## config.mk

```make
export PLATFORM = sky130hd
export DESIGN_NAME = spi_seq_player_flat
export DESIGN_NICKNAME = d
export VERILOG_FILES = /design/src/rtl/spi_pkg.sv /design/src/rtl/spi_seq_player_if.sv /design/src/rtl/spi_word_shifter.sv /design/src/rtl/spi_seq_player.sv /design/src/flat_wrapper.sv
export SDC_FILE = /design/constraint.sdc
export NUM_CORES = 1
export LEC_CHECK = 0
export BUFFER_PORTS_ARGS = -buffer_cell sky130_fd_sc_hd__buf_2
export CAP_MARGIN = 30
export CORE_MARGIN = 3
export CORE_UTILIZATION = 51
export DETAILED_ROUTE_END_ITERATION = 16
export PLACE_DENSITY = 0.86
export SLEW_MARGIN = 0
export SYNTH_ARGS = -nofsm -noshare
export SYNTH_HDL_FRONTEND = slang
export SYNTH_SLANG_ARGS = --single-unit
```

## constraint.sdc

```tcl
create_clock -name clk -period 1.7 [get_ports clk]
set_clock_uncertainty 0.15 [all_clocks]
set_input_delay 0.34 -clock clk [delete_from_list [all_inputs] [get_ports clk]]
set_output_delay 0.34 -clock clk [all_outputs]
set_load 0.05 [all_outputs]
```

## src/rtl/spi_pkg.sv

```systemverilog
// Shared definitions for the SPI sequence player.
// Contents:
//   state_t  - sequencer states (IDLE, SETUP, SHIFT, HOLD, GAP)
//   CPOL_* / CPHA_* mode constants
//   cnt_w()  - width of a counter holding 0..n-1 (at least 1 bit)
package spi_pkg;

  typedef enum logic [2:0] {
    ST_IDLE,
    ST_SETUP,
    ST_SHIFT,
    ST_HOLD,
    ST_GAP
  } state_t;

  localparam bit CPOL_IDLE_LOW  = 1'b0;
  localparam bit CPOL_IDLE_HIGH = 1'b1;
  localparam bit CPHA_LEADING   = 1'b0;
  localparam bit CPHA_TRAILING  = 1'b1;

  function automatic int unsigned cnt_w(input int unsigned n);
    return (n > 1) ? $clog2(n) : 1;
  endfunction

endpackage

```

## src/rtl/spi_seq_player_if.sv

```systemverilog
// Bus bundle of the SPI sequence player.
//   start, abort : sequence control requests
//   miso         : serial data in
//   sclk, mosi, cs_n : SPI pins
//   busy, rx_valid, rx_word, rx_idx, seq_done : status / receive results
// master: the sequence player; slave: whoever drives control and observes results.
interface spi_seq_player_if #(
  parameter int unsigned DATA_W    = 8,
  parameter int unsigned NUM_WORDS = 4
);
  import spi_pkg::*;

  localparam int unsigned IDX_W = cnt_w(NUM_WORDS);

  logic              start;
  logic              abort;
  logic              miso;
  logic              sclk;
  logic              mosi;
  logic              cs_n;
  logic              busy;
  logic              rx_valid;
  logic [DATA_W-1:0] rx_word;
  logic [IDX_W-1:0]  rx_idx;
  logic              seq_done;

  modport master (
    input  start, abort, miso,
    output sclk, mosi, cs_n, busy, rx_valid, rx_word, rx_idx, seq_done
  );

  modport slave (
    output start, abort, miso,
    input  sclk, mosi, cs_n, busy, rx_valid, rx_word, rx_idx, seq_done
  );
endinterface

```

## src/rtl/spi_word_shifter.sv

```systemverilog
// Single-word SPI shift engine: divider, SCLK generation, edge counting and
// the MOSI/MISO shift registers.
//   clk, rst   : clock, synchronous active-high reset
//   i_clear    : abandon the current word, SCLK back to idle level
//   i_load     : latch i_tx_word and rearm (CPHA=0 also drives the MSB now)
//   i_run      : shifting phase active
//   i_tx_word  : word to transmit, MSB first
//   i_miso     : serial input
//   o_sclk, o_mosi : registered SPI pins
//   o_rx_word  : received word
//   o_done     : high in the cycle whose clock edge produces the last SCLK edge
module spi_word_shifter
  import spi_pkg::*;
#(
  parameter int unsigned DATA_W  = 8,
  parameter int unsigned CLK_DIV = 2,
  parameter bit          CPOL    = 1'b0,
  parameter bit          CPHA    = 1'b0
) (
  input  logic              clk,
  input  logic              rst,
  input  logic              i_clear,
  input  logic              i_load,
  input  logic              i_run,
  input  logic [DATA_W-1:0] i_tx_word,
  input  logic              i_miso,
  output logic              o_sclk,
  output logic              o_mosi,
  output logic [DATA_W-1:0] o_rx_word,
  output logic              o_done
);
  localparam int unsigned DIV_W  = cnt_w(CLK_DIV);
  localparam int unsigned EDGE_W = cnt_w(2 * DATA_W);

  logic [DIV_W-1:0]  r_div;
  logic [EDGE_W-1:0] r_edges;
  logic [DATA_W-1:0] r_tx;
  logic [DATA_W-1:0] r_rx;
  logic              r_sclk;
  logic              r_mosi;

  logic w_edge;
  logic w_odd;
  logic w_last;
  logic w_sample;
  logic w_shift;

  // r_edges counts completed edges, so the edge being produced is r_edges+1.
  always_comb begin
    w_edge   = i_run && (r_div == DIV_W'(CLK_DIV - 1));
    w_odd    = ~r_edges[0];
    w_last   = (r_edges == EDGE_W'(2 * DATA_W - 1));
    w_sample = 1'b0;
    w_shift  = 1'b0;
    if (CPHA == CPHA_TRAILING) begin
      w_sample = w_edge && !w_odd;
      w_shift  = w_edge && w_odd;
    end else begin
      // MSB already out at load; the final even edge must not shift past the LSB
      w_sample = w_edge && w_odd;
      w_shift  = w_edge && !w_odd && !w_last;
    end
  end

  always_ff @(posedge clk) begin
    if (rst) begin
      r_div   <= '0;
      r_edges <= '0;
      r_tx    <= '0;
      r_rx    <= '0;
      r_sclk  <= CPOL;
      r_mosi  <= 1'b0;
    end else if (i_clear) begin
      r_div   <= '0;
      r_edges <= '0;
      r_sclk  <= CPOL;
    end else if (i_load) begin
      r_div   <= '0;
      r_edges <= '0;
      r_sclk  <= CPOL;
      if (CPHA == CPHA_TRAILING) begin
        r_tx <= i_tx_word;
      end else begin
        r_mosi <= i_tx_word[DATA_W-1];
        r_tx   <= {i_tx_word[DATA_W-2:0], 1'b0};
      end
    end else if (i_run) begin
      if (w_edge) begin
        r_div   <= '0;
        r_edges <= r_edges + EDGE_W'(1);
        r_sclk  <= ~r_sclk;
      end else begin
        r_div <= r_div + DIV_W'(1);
      end
      if (w_shift) begin
        r_mosi <= r_tx[DATA_W-1];
        r_tx   <= {r_tx[DATA_W-2:0], 1'b0};
      end
      if (w_sample) begin
        r_rx <= {r_rx[DATA_W-2:0], i_miso};
      end
    end
  end

  assign o_sclk    = r_sclk;
  assign o_mosi    = r_mosi;
  assign o_rx_word = r_rx;
  assign o_done    = w_edge && w_last;

endmodule

```

## src/rtl/spi_seq_player.sv

```systemverilog
// SPI sequence master: plays NUM_WORDS words from the SEQ table over SPI in
// any CPOL/CPHA mode, capturing MISO full-duplex, one-shot or looping.
//   clk  : clock
//   rst  : synchronous active-high reset
//   bus  : spi_seq_player_if.master (start/abort/miso in; SPI pins, busy,
//          rx_valid/rx_word/rx_idx and seq_done out, all registered)
module spi_seq_player
  import spi_pkg::*;
#(
  parameter int unsigned                    DATA_W    = 8,
  parameter int unsigned                    NUM_WORDS = 4,
  parameter logic [DATA_W*NUM_WORDS-1:0]    SEQ       = 32'hA55A3CC3,
  parameter int unsigned                    CLK_DIV   = 2,
  parameter bit                             CPOL      = 1'b0,
  parameter bit                             CPHA      = 1'b0,
  parameter int unsigned                    GAP       = 2,
  parameter bit                             LOOP      = 1'b0
) (
  input logic                clk,
  input logic                rst,
  spi_seq_player_if.master   bus
);
  localparam int unsigned IDX_W   = cnt_w(NUM_WORDS);
  localparam int unsigned CNT_MAX = (CLK_DIV > GAP) ? CLK_DIV : GAP;
  localparam int unsigned CNT_W   = cnt_w(CNT_MAX);

  state_t            r_state;
  logic [CNT_W-1:0]  r_cnt;
  logic [IDX_W-1:0]  r_idx;
  logic              r_cs_n;
  logic              r_busy;
  logic              r_rx_valid;
  logic [DATA_W-1:0] r_rx_word;
  logic [IDX_W-1:0]  r_rx_idx;
  logic              r_seq_done;

  logic              w_div_end;
  logic              w_gap_end;
  logic              w_last_word;
  logic              w_load;
  logic              w_run;
  logic              w_done;
  logic [DATA_W-1:0] w_tx_word;
  logic [DATA_W-1:0] w_rx_word;
  logic              w_sclk;
  logic              w_mosi;

  always_comb begin
    w_div_end   = (r_cnt == CNT_W'(CLK_DIV - 1));
    w_gap_end   = (r_cnt == CNT_W'(GAP - 1));
    w_last_word = (r_idx == IDX_W'(NUM_WORDS - 1));
    // load coincides with every entry into SETUP
    w_load      = !bus.abort &&
                  (((r_state == ST_IDLE) && bus.start) ||
                   ((r_state == ST_GAP) && w_gap_end));
    w_run       = (r_state == ST_SHIFT);
    w_tx_word   = '0;
    for (int unsigned k = 0; k < NUM_WORDS; k++) begin
      if (r_idx == IDX_W'(k)) w_tx_word = SEQ[DATA_W*k +: DATA_W];
    end
  end

  spi_word_shifter #(
    .DATA_W  (DATA_W),
    .CLK_DIV (CLK_DIV),
    .CPOL    (CPOL),
    .CPHA    (CPHA)
  ) u_shifter (
    .clk       (clk),
    .rst       (rst),
    .i_clear   (bus.abort),
    .i_load    (w_load),
    .i_run     (w_run),
    .i_tx_word (w_tx_word),
    .i_miso    (bus.miso),
    .o_sclk    (w_sclk),
    .o_mosi    (w_mosi),
    .o_rx_word (w_rx_word),
    .o_done    (w_done)
  );

  always_ff @(posedge clk) begin
    if (rst) begin
      r_state    <= ST_IDLE;
      r_cnt      <= '0;
      r_idx      <= '0;
      r_cs_n     <= 1'b1;
      r_busy     <= 1'b0;
      r_rx_valid <= 1'b0;
      r_rx_word  <= '0;
      r_rx_idx   <= '0;
      r_seq_done <= 1'b0;
    end else begin
      r_rx_valid <= 1'b0;
      r_seq_done <= 1'b0;
      if (bus.abort) begin
        r_state <= ST_IDLE;
        r_cnt   <= '0;
        r_idx   <= '0;
        r_cs_n  <= 1'b1;
        r_busy  <= 1'b0;
      end else begin
        unique case (r_state)
          ST_IDLE: begin
            if (bus.start) begin
              r_state <= ST_SETUP;
              r_cnt   <= '0;
              r_cs_n  <= 1'b0;
              r_busy  <= 1'b1;
            end
          end
          ST_SETUP: begin
            if (w_div_end) begin
              r_state <= ST_SHIFT;
              r_cnt   <= '0;
            end else begin
              r_cnt <= r_cnt + CNT_W'(1);
            end
          end
          ST_SHIFT: begin
            if (w_done) begin
              r_state <= ST_HOLD;
              r_cnt   <= '0;
            end
          end
          ST_HOLD: begin
            if (w_div_end) begin
              r_rx_valid <= 1'b1;
              r_rx_word  <= w_rx_word;
              r_rx_idx   <= r_idx;
              r_seq_done <= w_last_word;
              r_cs_n     <= 1'b1;
              r_cnt      <= '0;
              // index advances here so the GAP->SETUP load already sees the next word
              if (w_last_word) begin
                r_idx <= '0;
                if (LOOP) begin
                  r_state <= ST_GAP;
                end else begin
                  r_state <= ST_IDLE;
                  r_busy  <= 1'b0;
                end
              end else begin
                r_idx   <= r_idx + IDX_W'(1);
                r_state <= ST_GAP;
              end
            end else begin
              r_cnt <= r_cnt + CNT_W'(1);
            end
          end
          ST_GAP: begin
            if (w_gap_end) begin
              r_state <= ST_SETUP;
              r_cnt   <= '0;
              r_cs_n  <= 1'b0;
            end else begin
              r_cnt <= r_cnt + CNT_W'(1);
            end
          end
          default: r_state <= ST_IDLE;
        endcase
      end
    end
  end

  assign bus.sclk     = w_sclk;
  assign bus.mosi     = w_mosi;
  assign bus.cs_n     = r_cs_n;
  assign bus.busy     = r_busy;
  assign bus.rx_valid = r_rx_valid;
  assign bus.rx_word  = r_rx_word;
  assign bus.rx_idx   = r_rx_idx;
  assign bus.seq_done = r_seq_done;

endmodule

```

## src/flat_wrapper.sv

```systemverilog
// flat-port wrapper written by rule: the top's interface ports become plain ports
module spi_seq_player_flat import spi_pkg::*;
#(
  parameter int unsigned                    DATA_W    = 8,
  parameter int unsigned                    NUM_WORDS = 4,
  parameter logic [DATA_W*NUM_WORDS-1:0]    SEQ       = 32'hA55A3CC3,
  parameter int unsigned                    CLK_DIV   = 2,
  parameter bit                             CPOL      = 1'b0,
  parameter bit                             CPHA      = 1'b0,
  parameter int unsigned                    GAP       = 2,
  parameter bit                             LOOP      = 1'b0
)
  (clk, rst, bus_start, bus_abort, bus_miso, bus_sclk, bus_mosi, bus_cs_n, bus_busy, bus_rx_valid, bus_rx_word, bus_rx_idx, bus_seq_done);
  spi_seq_player_if #(.DATA_W(DATA_W), .NUM_WORDS(NUM_WORDS)) bus_i ();
  input logic clk;
  input logic rst;
  input wire logic [$bits(bus_i.start)-1:0] bus_start;
  input wire logic [$bits(bus_i.abort)-1:0] bus_abort;
  input wire logic [$bits(bus_i.miso)-1:0] bus_miso;
  output wire logic [$bits(bus_i.sclk)-1:0] bus_sclk;
  output wire logic [$bits(bus_i.mosi)-1:0] bus_mosi;
  output wire logic [$bits(bus_i.cs_n)-1:0] bus_cs_n;
  output wire logic [$bits(bus_i.busy)-1:0] bus_busy;
  output wire logic [$bits(bus_i.rx_valid)-1:0] bus_rx_valid;
  output wire logic [$bits(bus_i.rx_word)-1:0] bus_rx_word;
  output wire logic [$bits(bus_i.rx_idx)-1:0] bus_rx_idx;
  output wire logic [$bits(bus_i.seq_done)-1:0] bus_seq_done;
  assign bus_i.start = bus_start;
  assign bus_i.abort = bus_abort;
  assign bus_i.miso = bus_miso;
  assign bus_sclk = bus_i.sclk;
  assign bus_mosi = bus_i.mosi;
  assign bus_cs_n = bus_i.cs_n;
  assign bus_busy = bus_i.busy;
  assign bus_rx_valid = bus_i.rx_valid;
  assign bus_rx_word = bus_i.rx_word;
  assign bus_rx_idx = bus_i.rx_idx;
  assign bus_seq_done = bus_i.seq_done;
  spi_seq_player #(.DATA_W(DATA_W), .NUM_WORDS(NUM_WORDS), .SEQ(SEQ), .CLK_DIV(CLK_DIV), .CPOL(CPOL), .CPHA(CPHA), .GAP(GAP), .LOOP(LOOP)) u_core (.clk(clk), .rst(rst), .bus(bus_i));
endmodule
```

## Word level (Yosys, flattened, before mapping)

Index checks and enable logic that the tools add are counted.

| word-level totals | value |
|---|---|
| bits of input ports | 5 |
| register bits | 43 |
| logic and storage cells | 102 |

| operators by class | value |
|---|---|
| add/subtract/negate cells | 4 |
| reductions and logical operators | 32 |
| equality and inequality tests | 14 |
| bitwise operators | 6 |
| muxes and demuxes | 31 |

Operator list:

| cell | number |
|---|---|
| 8-bit 2-to-1 mux | 7 |
| 3-bit 2-to-1 mux | 6 |
| 3-bit case mux with 5 select lines | 1 |
| 1-bit 2-to-1 mux | 13 |
| 4-bit AND reduction | 3 |
| 2-bit by 1-bit inequality test with 1-bit output (second input constant) | 5 |
| 3-bit AND reduction | 3 |
| 3-bit OR reduction | 3 |
| 1-bit logical AND | 8 |
| 3-bit by 2-bit equality test with 1-bit output (second input constant) | 2 |
| 1-bit inverter | 6 |
| 1-bit case mux with 3 select lines | 2 |
| 2-bit nonzero test | 3 |
| 3-bit nonzero test | 2 |
| 5-bit AND reduction | 1 |
| 4-bit by 1-bit adder with 4-bit output (second input constant) | 1 |
| 2-bit equality test (second input constant) | 2 |
| 4-bit equality test (second input constant) | 1 |
| 2-bit AND reduction | 2 |
| 4-bit OR reduction | 1 |
| 3-bit by 1-bit equality test with 1-bit output (second input constant) | 1 |
| 3-bit equality test (second input constant) | 1 |
| 3-bit zero test | 1 |
| 1-bit adder (second input constant) | 2 |
| other kinds (9) | 10 |

## Depth between registers and ports, before layout

Gate-level depths: netlist of run 1.

| depth | value |
|---|---|
| word-level depth | 7 |
| mapped depth | 6 |
| depth with buffers taken out | 5 |

## Hierarchy

Synthesis of run 1 repeated with hierarchy kept, for this count alone.

| second synthesis, totals | value |
|---|---|
| cell total of the unflattened synthesis | 211 |
| area, all modules | 1954.4 µm² |

By module, submodules not included:

| module | area each (µm²) | cells each | sequential area each (µm²) | times used |
|---|---|---|---|---|
| spi_word_shifter | 1029.7 | 106 | 440.4 | 1 |
| spi_seq_player | 924.6 | 105 | 400.4 | 1 |

## Worst setup path after synthesis of run 1

No wires, ideal clock.

| path | value |
|---|---|
| kind | reg-to-reg |
| from | reg u_core.u_shifter.r_edges[0] |
| to | reg u_core.u_shifter.r_mosi (netlist: u_core.u_shifter.o_mosi) |
| buffers on the path | 1 |
| path slack | -0.144 ns |
| stages on the path, launching flop included | 7 |
| arrival | 1.553 ns |
| path through | dfxtp_1 -> ha_1 -> and3_2 -> or4b_4 -> buf_6 -> nand2_1 -> a221oi_1 |

| between the ends | value |
|---|---|
| cells in the longest elaborated chain, start to end | 5 |
| elaborated cells between the ends (all ways) | 6 |
| those cells by class | eq/ne (1); reduce/logical (5) |

Ends and longest elaborated chain:

| what | line | text |
|---|---|---|
| from (decl) | spi_word_shifter.sv:36 | `logic [EDGE_W-1:0] r_edges;` |
| from (signal assigned) | spi_word_shifter.sv:90 | `r_edges <= r_edges + EDGE_W'(1);` |
| 4-bit equality test | spi_word_shifter.sv:52 | `w_last = (r_edges == EDGE_W'(2 * DATA_W - 1));` |
| 1-bit zero test | spi_word_shifter.sv:61 | `w_shift = w_edge && !w_odd && !w_last;` |
| 1-bit logical AND (*) | spi_word_shifter.sv:61 |  |
| 2-bit nonzero test (no source line) (*) | - |  |
| 3-bit AND reduction (no source line) (*) | - |  |
| to (signal assigned) | spi_word_shifter.sv:84 | `r_mosi <= i_tx_word[DATA_W-1];` |
| to (signal assigned) | spi_word_shifter.sv:96 | `r_mosi <= r_tx[DATA_W-1];` |
| to (decl) | spi_word_shifter.sv:40 | `logic r_mosi;` |

Every way passes the cells marked *; elsewhere a longest branch is shown, timed or not.
A chain may end at the register's enable or synchronous reset.

## Worst setup path after layout of run 1

| path | value |
|---|---|
| from | reg u_core.u_shifter.r_edges[1] |
| to | reg u_core.u_shifter.r_tx[7] |

| between the ends | value |
|---|---|
| cells in the longest elaborated chain, start to end | 5 |

Ends and longest elaborated chain:

| what | line | text |
|---|---|---|
| 4-bit equality test | spi_word_shifter.sv:52 |  |
| 1-bit zero test | spi_word_shifter.sv:61 |  |
| 1-bit logical AND | spi_word_shifter.sv:61 |  |
| 2-bit nonzero test (no source line) | - |  |
| 3-bit AND reduction (no source line) | - |  |
| to (signal assigned) | spi_word_shifter.sv:82 | `r_tx <= i_tx_word;` |
| to (signal assigned) | spi_word_shifter.sv:85 | `r_tx <= {i_tx_word[DATA_W-2:0], 1'b0};` |
| to (signal assigned) | spi_word_shifter.sv:97 | `r_tx <= {r_tx[DATA_W-2:0], 1'b0};` |
| to (decl) | spi_word_shifter.sv:37 | `logic [DATA_W-1:0] r_tx;` |

No other way between the ends.

==> results of run 1 <==
==> tightest hold or removal path: cells and delay by family <==
family | cells | cell delay, ns
buffers and inverters | 1 | 0.07
multiplexers | 1 | 0.06
AND/OR/NAND/NOR | 1 | 0.09
==> worst max path at each step <==
| stage | end | slack (ns) | cells after the start |
|---|---|---|---|
| after floorplan | u_core.u_shifter.o_mosi | -0.03 | 6 |
| after CTS | u_core.u_shifter.r_tx[7] | 0.0006 | 5 |
| after detailed placement | u_core.u_shifter.o_rx_word[5] | -0.04 | 4 |
| after global routing | u_core.u_shifter.r_tx[7] | -0.07 | 5 |
| final | u_core.u_shifter.r_tx[7] | -0.01 | 5 |
| after global placement | u_core.u_shifter.o_rx_word[2] | 0.006 | 4 |
==> per-layer routing <==
metal  up-vias  GRT usage (%)  wire length (um)
met1       709          25.50              1797
met4         0          6.995                58
met5         -              0                 0
li1        751              -                 -
met2        31          30.29              1769
met3         6          5.952               160
==> registers in the layout, summed over array words and instances (netlist names), 2 cells and up <==
| signal | count |
|---|---|
| u_core.r_state | 3 |
| u_core.bus.rx_idx | 2 |
| u_core.u_shifter.r_edges | 4 |
| u_core.u_shifter.o_rx_word | 8 |
| u_core.bus.rx_word | 8 |
| u_core.r_idx | 2 |
| u_core.u_shifter.r_tx | 7 |
==> power groups by stage <==
stage / Combinational [mW] / Clock (mW) / Sequential [mW]
floorplan: 0.0788 / 0 / 1.05
global placement: 0.123 / 0 / 1.03
detailed placement: 0.126 / 0 / 1.03
CTS: 0.127 / 0.520 / 1.01
global route: 0.143 / 0.555 / 1.02
finish: 0.131 / 0.508 / 1.01
==> layout make-up <==
type | instances | area [um^2]
Fill cell | 275 | 1239
Multi-Input combinational cell | 139 | 948.4
Sequential cell | 42 | 847.1
Timing Repair Buffer | 36 | 220.2
Tap cell | 46 | 57.56
Clock buffer | 5 | 37.54
Clock inverter | 3 | 21.27
Inverter | 5 | 18.77
==> layout by cell type (no fill, tap or decap), drive strengths merged, types with 6 or more instances in the layout <==
cell type	netlist	final
nand2	26	26
buf	7	36
o21ai	11	11
nand3	6	6
dfxtp	42	42
a21oi	17	17
nor2	23	23
mux2i	9	9
==> cell families (layout without fill, tap and decap cells) <==
logic type,Yosys count,after routing,share of synthesized area [%]
and+or+nand+nor,72,72,21.49
AOI/OAI and AO/OA,46,46,15.67
DFF,42,42,46.00
buffers and inverters,18,49,4.791
muxes,10,10,5.749
xor gates and xnor gates,6,6,2.875
adders and majority gates,5,5,3.422
==> stage by stage <==
step                utilization [%]   TNS, ns  hold slack, ns  instances
global placement              60.39         0          0.2946        267
finish                        63.46  -0.01240         0.07136        276
CTS                           62.50         0         0.06355        275
global route                  63.46   -0.3745         0.08462        276
detailed placement            60.39   -0.1338          0.3138        267
floorplan                         -   -0.1676          0.2816        199
==> what timing repair did <==
item	CTS	global route
setup endpoints to repair	17	19
pin swaps	1	5
resized for setup	4	5
buffers inserted	0	1
==> flow_summary_export.csv, run 1 <==
group,metric,value,unit
power_and_ir_drop,switching_power,0.4408,mW
synth,synth.most_common_cell,"dfxtp_1",
detailed_routing,vias_per_cell,5.424,
setup_path,cp_slowest_stage_delay,0.56,ns
cells_and_area,finalInstanceArea,0.002151,mm^2
synth,syn-num-nets,209,
setup_path,crit_buf_inv,0,
die,die_w,65.87,um
synth,synth_ff_type,"dfxtp_1",
cells_and_area,area_delta_synth_final,17.66,%
die,io_pins,21,
sta,finalCritPeriodShare,100.6,%
min_path,holdCritStartpoint,"bus_miso",
sta,finalHoldViolations,0,
clock_network,cts_buffers,5,
clock_network,clkTransAtPathRegs,0.13,ns
detailed_routing,wirelength,3785,um
run_status,violations,"negative setup slack",
synth,yosysWarnings,0,
sta,finalSetupViolCount,2,
min_path,hold-path-endpoint,"u_core.u_shifter.o_rx_word[0]",
synth,syn_avg_cell_area,9.186,um^2
run_status,status,"finished with violations",
power_and_ir_drop,totalPowerFinal,1.652,mW
synth,syn-instance-count,199,
power_and_ir_drop,vdd_drop_max,553.9,uV
die,core,0.003390,mm^2
power_and_ir_drop,switching_share,26.69,%
die,initial_core_util,53.93,%
sta,fin_crit,1.711,ns
min_path,hp-class,"in -> reg",
sta,slew_viol_final,0,
clock_network,clock_path_buffers,2,
setup_path,critPathRequiredTime,1.81,ns
clock_network,postCtsHoldBufs,0,
detailed_routing,drcViolationCount,0,
place,post_dp_cell_area,0.002047,mm^2
setup_path,critPathSlowestCell,"or4b_4",
detailed_routing,drt_iter0_markers,104,
power_and_ir_drop,power_leakage,0.8919,nW
power_and_ir_drop,power.density,767.9,mW/mm^2
sta,setup_ws,-0.01071,ns
cells_and_area,drive_above_1_share,28.26,%
setup_path,crit_chain,"ha_4 -> and3_4 -> or4b_4 -> nand3_2 -> a31oi_1",
setup_path,critPathKind,"reg -> reg",
global_routing,grt_pass1_wl,6451,um
synth,synth_top_area_share,46.00,%
synth,seq_area_frac_synth,46.00,%
synth,async_flop_share,0,%
place,post-place-ws,-0.03974,ns
detailed_routing,detail_route.wl_per_cell,13.71,um
clock_network,cts_tree,"yes",
setup_path,cp_max_fo,8,
cells_and_area,fin_nets,239,
global_routing,grt-ovfl-total,0,
sta,max_freq,584.6,MHz
sta,rsz0062_at_grt,"yes",
setup_path,regToRegSetupSlack,-0.01,ns
die,dieArea,0.004339,mm^2
synth,synth_area_leaders,"dfxtp_1 46%, nand2_1 5.3%, mux2i_1 4.9%, a21oi_1 4.7%, nor2_1 4.5%",
place,dp_hpwl,2660,um
global_routing,grt_max_degree,18,
setup_path,crit_start,"u_core.u_shifter.r_edges[1]",
detailed_routing,drtPass1Iterations,4,
clock_network,clock-sinks,42,
setup_path,rr_startpoint,"u_core.u_shifter.r_edges[1]",
power_and_ir_drop,combPwrFrac,8.0,%
synth,synthDistinctLibCells,42,
setup_path,endpoint_kind,"flip-flop",
power_and_ir_drop,p_seq_share,61.3,%
clock_network,h-tree-depth,2,
die,dieHeight,65.87,um
power_and_ir_drop,clkPwrFrac,30.8,%
setup_path,crit_family,"simple AND/OR/NAND/NOR gates",
place,gp_congestion,0.8850,
synth,synth_commonest_cells,"42 x dfxtp_1, 26 x nand2_1, 22 x nor2_1",
detailed_routing,antenna_left,0,
clock_network,cts-root-buf,"clkbuf_4",
setup_path,cp-start-kind,"flip-flop",
cells_and_area,antenna_cells,0,
synth,synth-edff-count,0,
global_routing,antenna_found_initial,0,
power_and_ir_drop,intPower,1.211,mW
setup_path,r2r_cells,5,
sta,worst_pin_slew,0.3492,ns
setup_path,r2r_end,"u_core.u_shifter.r_tx[7]",
sta,slew_headroom,76.42,%
detailed_routing,dr_total_vias,1497,
setup_path,cp.arrival,1.82,ns
min_path,whs_path_depth,3,
synth,synth_area,0.001828,mm^2
synth,post-synth-top-area-cell,"dfxtp_1",
flow_run,max_cap_viol_count,0,
place,portBuffers,20,
global_routing,grt.total_usage,19.53,%
global_routing,grt_pass1_vias,1391,
synth,synth_seq_cells,42,
clock_network,clk_latency,0.37,ns
die,rows,21,
(Power assumes the default switching activity.)
==> inputs of run 2 (changes only) <==
--- a/config.mk
+++ b/config.mk
@@ -7,3 +7,3 @@
 export LEC_CHECK = 0
-export BUFFER_PORTS_ARGS = -buffer_cell sky130_fd_sc_hd__buf_2
+export BUFFER_PORTS_ARGS = -buffer_cell sky130_fd_sc_hd__buf_4
 export CAP_MARGIN = 30
==> constraint.sdc (replaced) <==
create_clock -name clk -period 1.7 [get_ports clk]
set_clock_uncertainty 0.15 [all_clocks]
set_input_delay 0.255 -clock clk [delete_from_list [all_inputs] [get_ports clk]]
set_output_delay 0.255 -clock clk [all_outputs]
set_load 0.05 [all_outputs]
==> flow_summary_export.csv, run 2 (same netlist as run 1, synthesis figures left out) <==
group,metric,value,unit
die,rows,21,
cells_and_area,nFillCells,271,
detailed_routing,wirelength,3704,um
global_routing,grt.total_usage,18.69,%
detailed_routing,drt_iter0_markers,44,
global_routing,grt_max_degree,29,
power_and_ir_drop,power_leakage,0.8918,nW
setup_path,crit_buf_inv,0,
sta,finalHoldViolations,0,
place,post_dp_cell_area,0.002102,mm^2
setup_path,crit_family,"simple AND/OR/NAND/NOR gates",
cells_and_area,area_delta_synth_final,21.15,%
cells_and_area,drive_above_1_share,27.07,%
clock_network,clkTransAtPathRegs,0.12,ns
setup_path,cp_max_fo,8,
place,post-place-ws,-0.01582,ns
min_path,hp-class,"in -> reg",
die,dieHeight,65.87,um
sta,final.setup.tns,-0.1728,ns
sta,fin_crit,1.741,ns
clock_network,clock_path_buffers,2,
sta,finalSetupViolCount,8,
global_routing,antenna_found_initial,0,
global_routing,grt-ovfl-total,0,
detailed_routing,detail_route.wl_per_cell,13.47,um
die,die_w,65.87,um
cells_and_area,multiInputGateArea,934.6,um^2
place,portBuffers,20,
clock_network,clk_latency,0.36,ns
global_routing,met2_usage,29.91,%
global_routing,grt_use_met1,23.12,%
clock_network,clock-sinks,42,
detailed_routing,drcViolationCount,0,
detailed_routing,drtPass1Iterations,4,
clock_network,cts_tree,"yes",
sta,setup_ws,-0.04083,ns
power_and_ir_drop,power.density,813.8,mW/mm^2
cells_and_area,layout_common_cells,"39 x dfxtp_1, 33 x buf_4, 25 x nand2_1",
cells_and_area,final_cell_count_no_fill,275,
clock_network,cts_buffers,5,
sta,finalCritPeriodShare,102.4,%
global_routing,grt.busiest_layer,"met2",
detailed_routing,antenna_left,0,
sta,slew_headroom,75.79,%
run_status,status,"finished with violations",
die,core,0.003390,mm^2
sta,holdWs,0.03247,ns
sta,max_freq,574.4,MHz
cells_and_area,final_common_cell,"dfxtp_1",
setup_path,endpoint_kind,"flip-flop",
setup_path,critPathKind,"reg -> reg",
cells_and_area,ff_latch_area,844.6,um^2
detailed_routing,vias_per_cell,5.389,
cells_and_area,fin_nets,238,
place,dp_hpwl,2630,um
power_and_ir_drop,vdd_drop_max,654.3,uV
sta,slew_viol_final,0,
flow_run,max_cap_viol_count,0,
cells_and_area,finalInstanceArea,0.002215,mm^2
setup_path,critPathSlowestCell,"or4b_4",
cells_and_area,antenna_cells,0,
clock_network,h-tree-depth,2,
place,placed_cells,266,
sta,worst_pin_slew,0.3586,ns
clock_network,post_cts_buffers,0,
sta,rsz0062_at_grt,"yes",
run_status,violations,"negative setup slack",
die,io_pins,21,
global_routing,grtUsageMet3,6.122,%
setup_path,cp-start-kind,"flip-flop",
place,gp_congestion,0.8314,
die,initial_core_util,53.93,%
detailed_routing,dr_total_vias,1482,
clock_network,cts-root-buf,"clkbuf_4",
setup_path,crit_chain,"ha_4 -> and3_4 -> or4b_4 -> nand3_1 -> a21oi_1",
global_routing,grt_pass1_vias,1400,
setup_path,critPathRequiredTime,1.80,ns
setup_path,cp_slowest_stage_delay,0.59,ns
setup_path,cp.arrival,1.84,ns
power_and_ir_drop,totalPowerFinal,1.802,mW
global_routing,grt_pass1_wl,6237,um
die,dieArea,0.004339,mm^2
cells_and_area,post-route-util,65.34,%
-- run 2: worst paths after layout --
check	slack (ns)	cells after the start	start	end
hold reg to reg	0.33	2	u_core.bus.rx_word[7]	u_core.bus.rx_word[7]
setup / recovery	-0.04	5	u_core.u_shifter.r_edges[0]	u_core.u_shifter.r_tx[6]
setup reg to reg	-0.04	5	u_core.u_shifter.r_edges[0]	u_core.u_shifter.r_tx[6]
hold / removal	0.03	3	bus_start	u_core.bus.busy
-- run 2: report_power, final --
part / internal (mW) / switching [mW]
Clock: 0.312 / 0.337
Sequential: 1.00 / 0.0139
Combinational: 0.0579 / 0.0798
-- run 2: routing by layer --
layer | share of wire, % | up-vias
met1 | 45 | 703
met4 | 1.2 | 0
met2 | 49 | 22
met3 | 4.4 | 5
met5 | 0 | -
li1 | - | 752
-- run 2: worst register-to-register path: cells and delay by family, from the launching register on --
family | cells | cell delay, ns
flops | 1 | 0.36
fa+ha+maj | 1 | 0.15
compound gates | 1 | 0.06
simple gates | 3 | 0.91
-- run 2: layout make-up --
cell class              count  area share [%]
clock inverters             3           1.977
inverters                   5          0.8475
multi-input cells         139           42.20
clock buffers               5           1.695
flip-flops and latches     42           38.14
well taps                  46           2.599
repair buffers             35           12.54
-- run 2: what timing repair did --
item,4_1_cts,5_1_grt
hold endpoints to repair,1,0
pin swaps,7,5
hold buffers,1,0
gates cloned,0,0
endpoints found under the setup margin,8,20
gates resized for setup,1,5
==> inputs of run 3 (changes only) <==
- RECOVER_POWER: not set -> 25
==> flow_summary_export.csv, run 3 (same netlist as run 1, synthesis figures left out) <==
group,metric,value,unit
setup_path,endpoint_kind,"flip-flop",
clock_network,clock-sinks,42,
setup_path,cp_slowest_stage_delay,0.59,ns
die,die_w,65.87,um
place,post-place-ws,-0.01582,ns
detailed_routing,wirelength,3726,um
flow_run,max_cap_viol_count,0,
power_and_ir_drop,p_seq_share,56.4,%
sta,slew_headroom,75.79,%
detailed_routing,drtPass1Iterations,4,
clock_network,h-tree-depth,2,
setup_path,crit_buf_inv,0,
cells_and_area,area_delta_synth_final,19.64,%
setup_path,crit_chain,"ha_4 -> and3_4 -> or4b_4 -> nand3_1 -> a21oi_1",
power_and_ir_drop,switching_power,0.4318,mW
setup_path,critPathRequiredTime,1.80,ns
cells_and_area,drive_above_1_share,27.07,%
setup_path,crit_family,"simple AND/OR/NAND/NOR gates",
place,dp_hpwl,2630,um
setup_path,rr_startpoint,"u_core.u_shifter.r_edges[0]",
setup_path,cp_max_fo,8,
sta,finalCritPeriodShare,102.4,%
place,portBuffers,20,
global_routing,grt.total_usage,18.69,%
clock_network,cts-root-buf,"clkbuf_4",
sta,final.setup.tns,-0.1704,ns
clock_network,clk_latency,0.36,ns
cells_and_area,post-route-util,64.53,%
clock_network,clock_path_buffers,2,
global_routing,grt_max_degree,29,
global_routing,grt-ovfl-total,0,
global_routing,antenna_found_initial,0,
cells_and_area,antenna_cells,0,
detailed_routing,drcViolationCount,0,
place,placed_cells,266,
cells_and_area,final_cell_count_no_fill,275,
min_path,holdCritStartpoint,"bus_start",
cells_and_area,finalInstanceArea,0.002187,mm^2
cells_and_area,final_common_cell,"dfxtp_1",
power_and_ir_drop,intPower,1.370,mW
global_routing,grt_pass1_wl,6237,um
min_path,hp-class,"in -> reg",
sta,max_freq,574.5,MHz
clock_network,cts_tree,"yes",
die,initial_core_util,53.93,%
cells_and_area,fin_nets,238,
sta,fin_crit,1.741,ns
detailed_routing,dr_total_vias,1510,
run_status,status,"finished with violations",
die,core,0.003390,mm^2
die,dieArea,0.004339,mm^2
setup_path,cp.arrival,1.84,ns
sta,finalHoldViolations,0,
sta,finalSetupViolCount,8,
sta,rsz0062_at_grt,"yes",
clock_network,post_cts_buffers,0,
power_and_ir_drop,switching_share,23.96,%
power_and_ir_drop,vdd_drop_max,654.8,uV
power_and_ir_drop,combPwrFrac,7.6,%
sta,setup_ws,-0.04051,ns
die,io_pins,21,
detailed_routing,drt_iter0_markers,46,
clock_network,clkTransAtPathRegs,0.12,ns
die,rows,21,
sta,holdWs,0.03244,ns
power_and_ir_drop,totalPowerFinal,1.802,mW
setup_path,cp-start-kind,"flip-flop",
detailed_routing,detail_route.wl_per_cell,13.55,um
setup_path,crit_start,"u_core.u_shifter.r_edges[0]",
sta,slew_viol_final,0,
detailed_routing,vias_per_cell,5.491,
run_status,violations,"negative setup slack",
power_and_ir_drop,clkPwrFrac,36.1,%
sta,worst_pin_slew,0.3586,ns
setup_path,critPathKind,"reg -> reg",
detailed_routing,antenna_left,0,
power_and_ir_drop,power.density,823.9,mW/mm^2
place,post_dp_cell_area,0.002102,mm^2
global_routing,grt_pass1_vias,1400,
place,gp_congestion,0.8314,
cells_and_area,layout_common_cells,"39 x dfxtp_1, 25 x nand2_1, 22 x nor2_1, 22 x buf_4, 17 x a21oi_1",
clock_network,cts_buffers,5,
setup_path,critPathSlowestCell,"or4b_4",
power_and_ir_drop,power_leakage,0.8832,nW
die,dieHeight,65.87,um
## run 3: changes by cell type in the layout (fill, tap and decap cells not counted), sizes merged
cell / previous run / this run
buf: 34 / 23
clkbuf: 5 / 16
## run 3: cell type report
class                   instances  area (um^2)
inverters                       5        18.77
repair buffers                 35        250.2
clock inverters                 3        43.79
multi-input cells             139        934.6
well taps                      46        57.56
fillers                       276         1202
flip-flops and latches         42        844.6
clock buffers                   5        37.54
## run 3: per-layer routing
| layer | GRT usage, % | wire length [um] | vias to the layer above |
|---|---|---|---|
| met1 | 23.12 | 1686 | 721 |
| met5 | 0 | 0 | - |
| met4 | 7.254 | 43 | 0 |
| met3 | 6.122 | 185 | 5 |
| met2 | 29.91 | 1811 | 31 |
| li1 | - | - | 753 |
## run 3: power by group through the flow
| stage | sequential [mW] | clock [mW] | combinational, mW |
|---|---|---|---|
| 2_1_floorplan | 1.05 | 0 | 0.0788 |
| 3_3_place_gp | 1.04 | 0 | 0.130 |
| 3_5_place_dp | 1.04 | 0 | 0.132 |
| 4_1_cts | 1.01 | 0.664 | 0.135 |
| 5_1_grt | 1.02 | 0.694 | 0.150 |
| 6_report | 1.02 | 0.650 | 0.137 |
## run 3: timing repair
| item | in CTS | in global routing |
|---|---|---|
| endpoints found under the hold margin | 1 | 0 |
| hold buffers | 1 | 0 |
| setup endpoints to repair | 8 | 20 |
| pin swaps | 7 | 5 |
| gates resized for setup | 1 | 5 |
## run 3: worst register-to-register path: stages, from the launching register on
cell and delay (ns):
dfxtp_2 0.36, ha_4 0.15, and3_4 0.19, or4b_4 0.59
nand3_1 0.13, a21oi_1 0.06
## run 3: final timing paths
check                                  end  slack [ns]  cells past startpoint
setup / recovery  u_core.u_shifter.r_tx[6]       -0.04                      5
hold / removal             u_core.bus.busy        0.03                      3
setup reg to reg  u_core.u_shifter.r_tx[6]       -0.04                      5
hold reg to reg      u_core.bus.rx_word[7]        0.33                      2
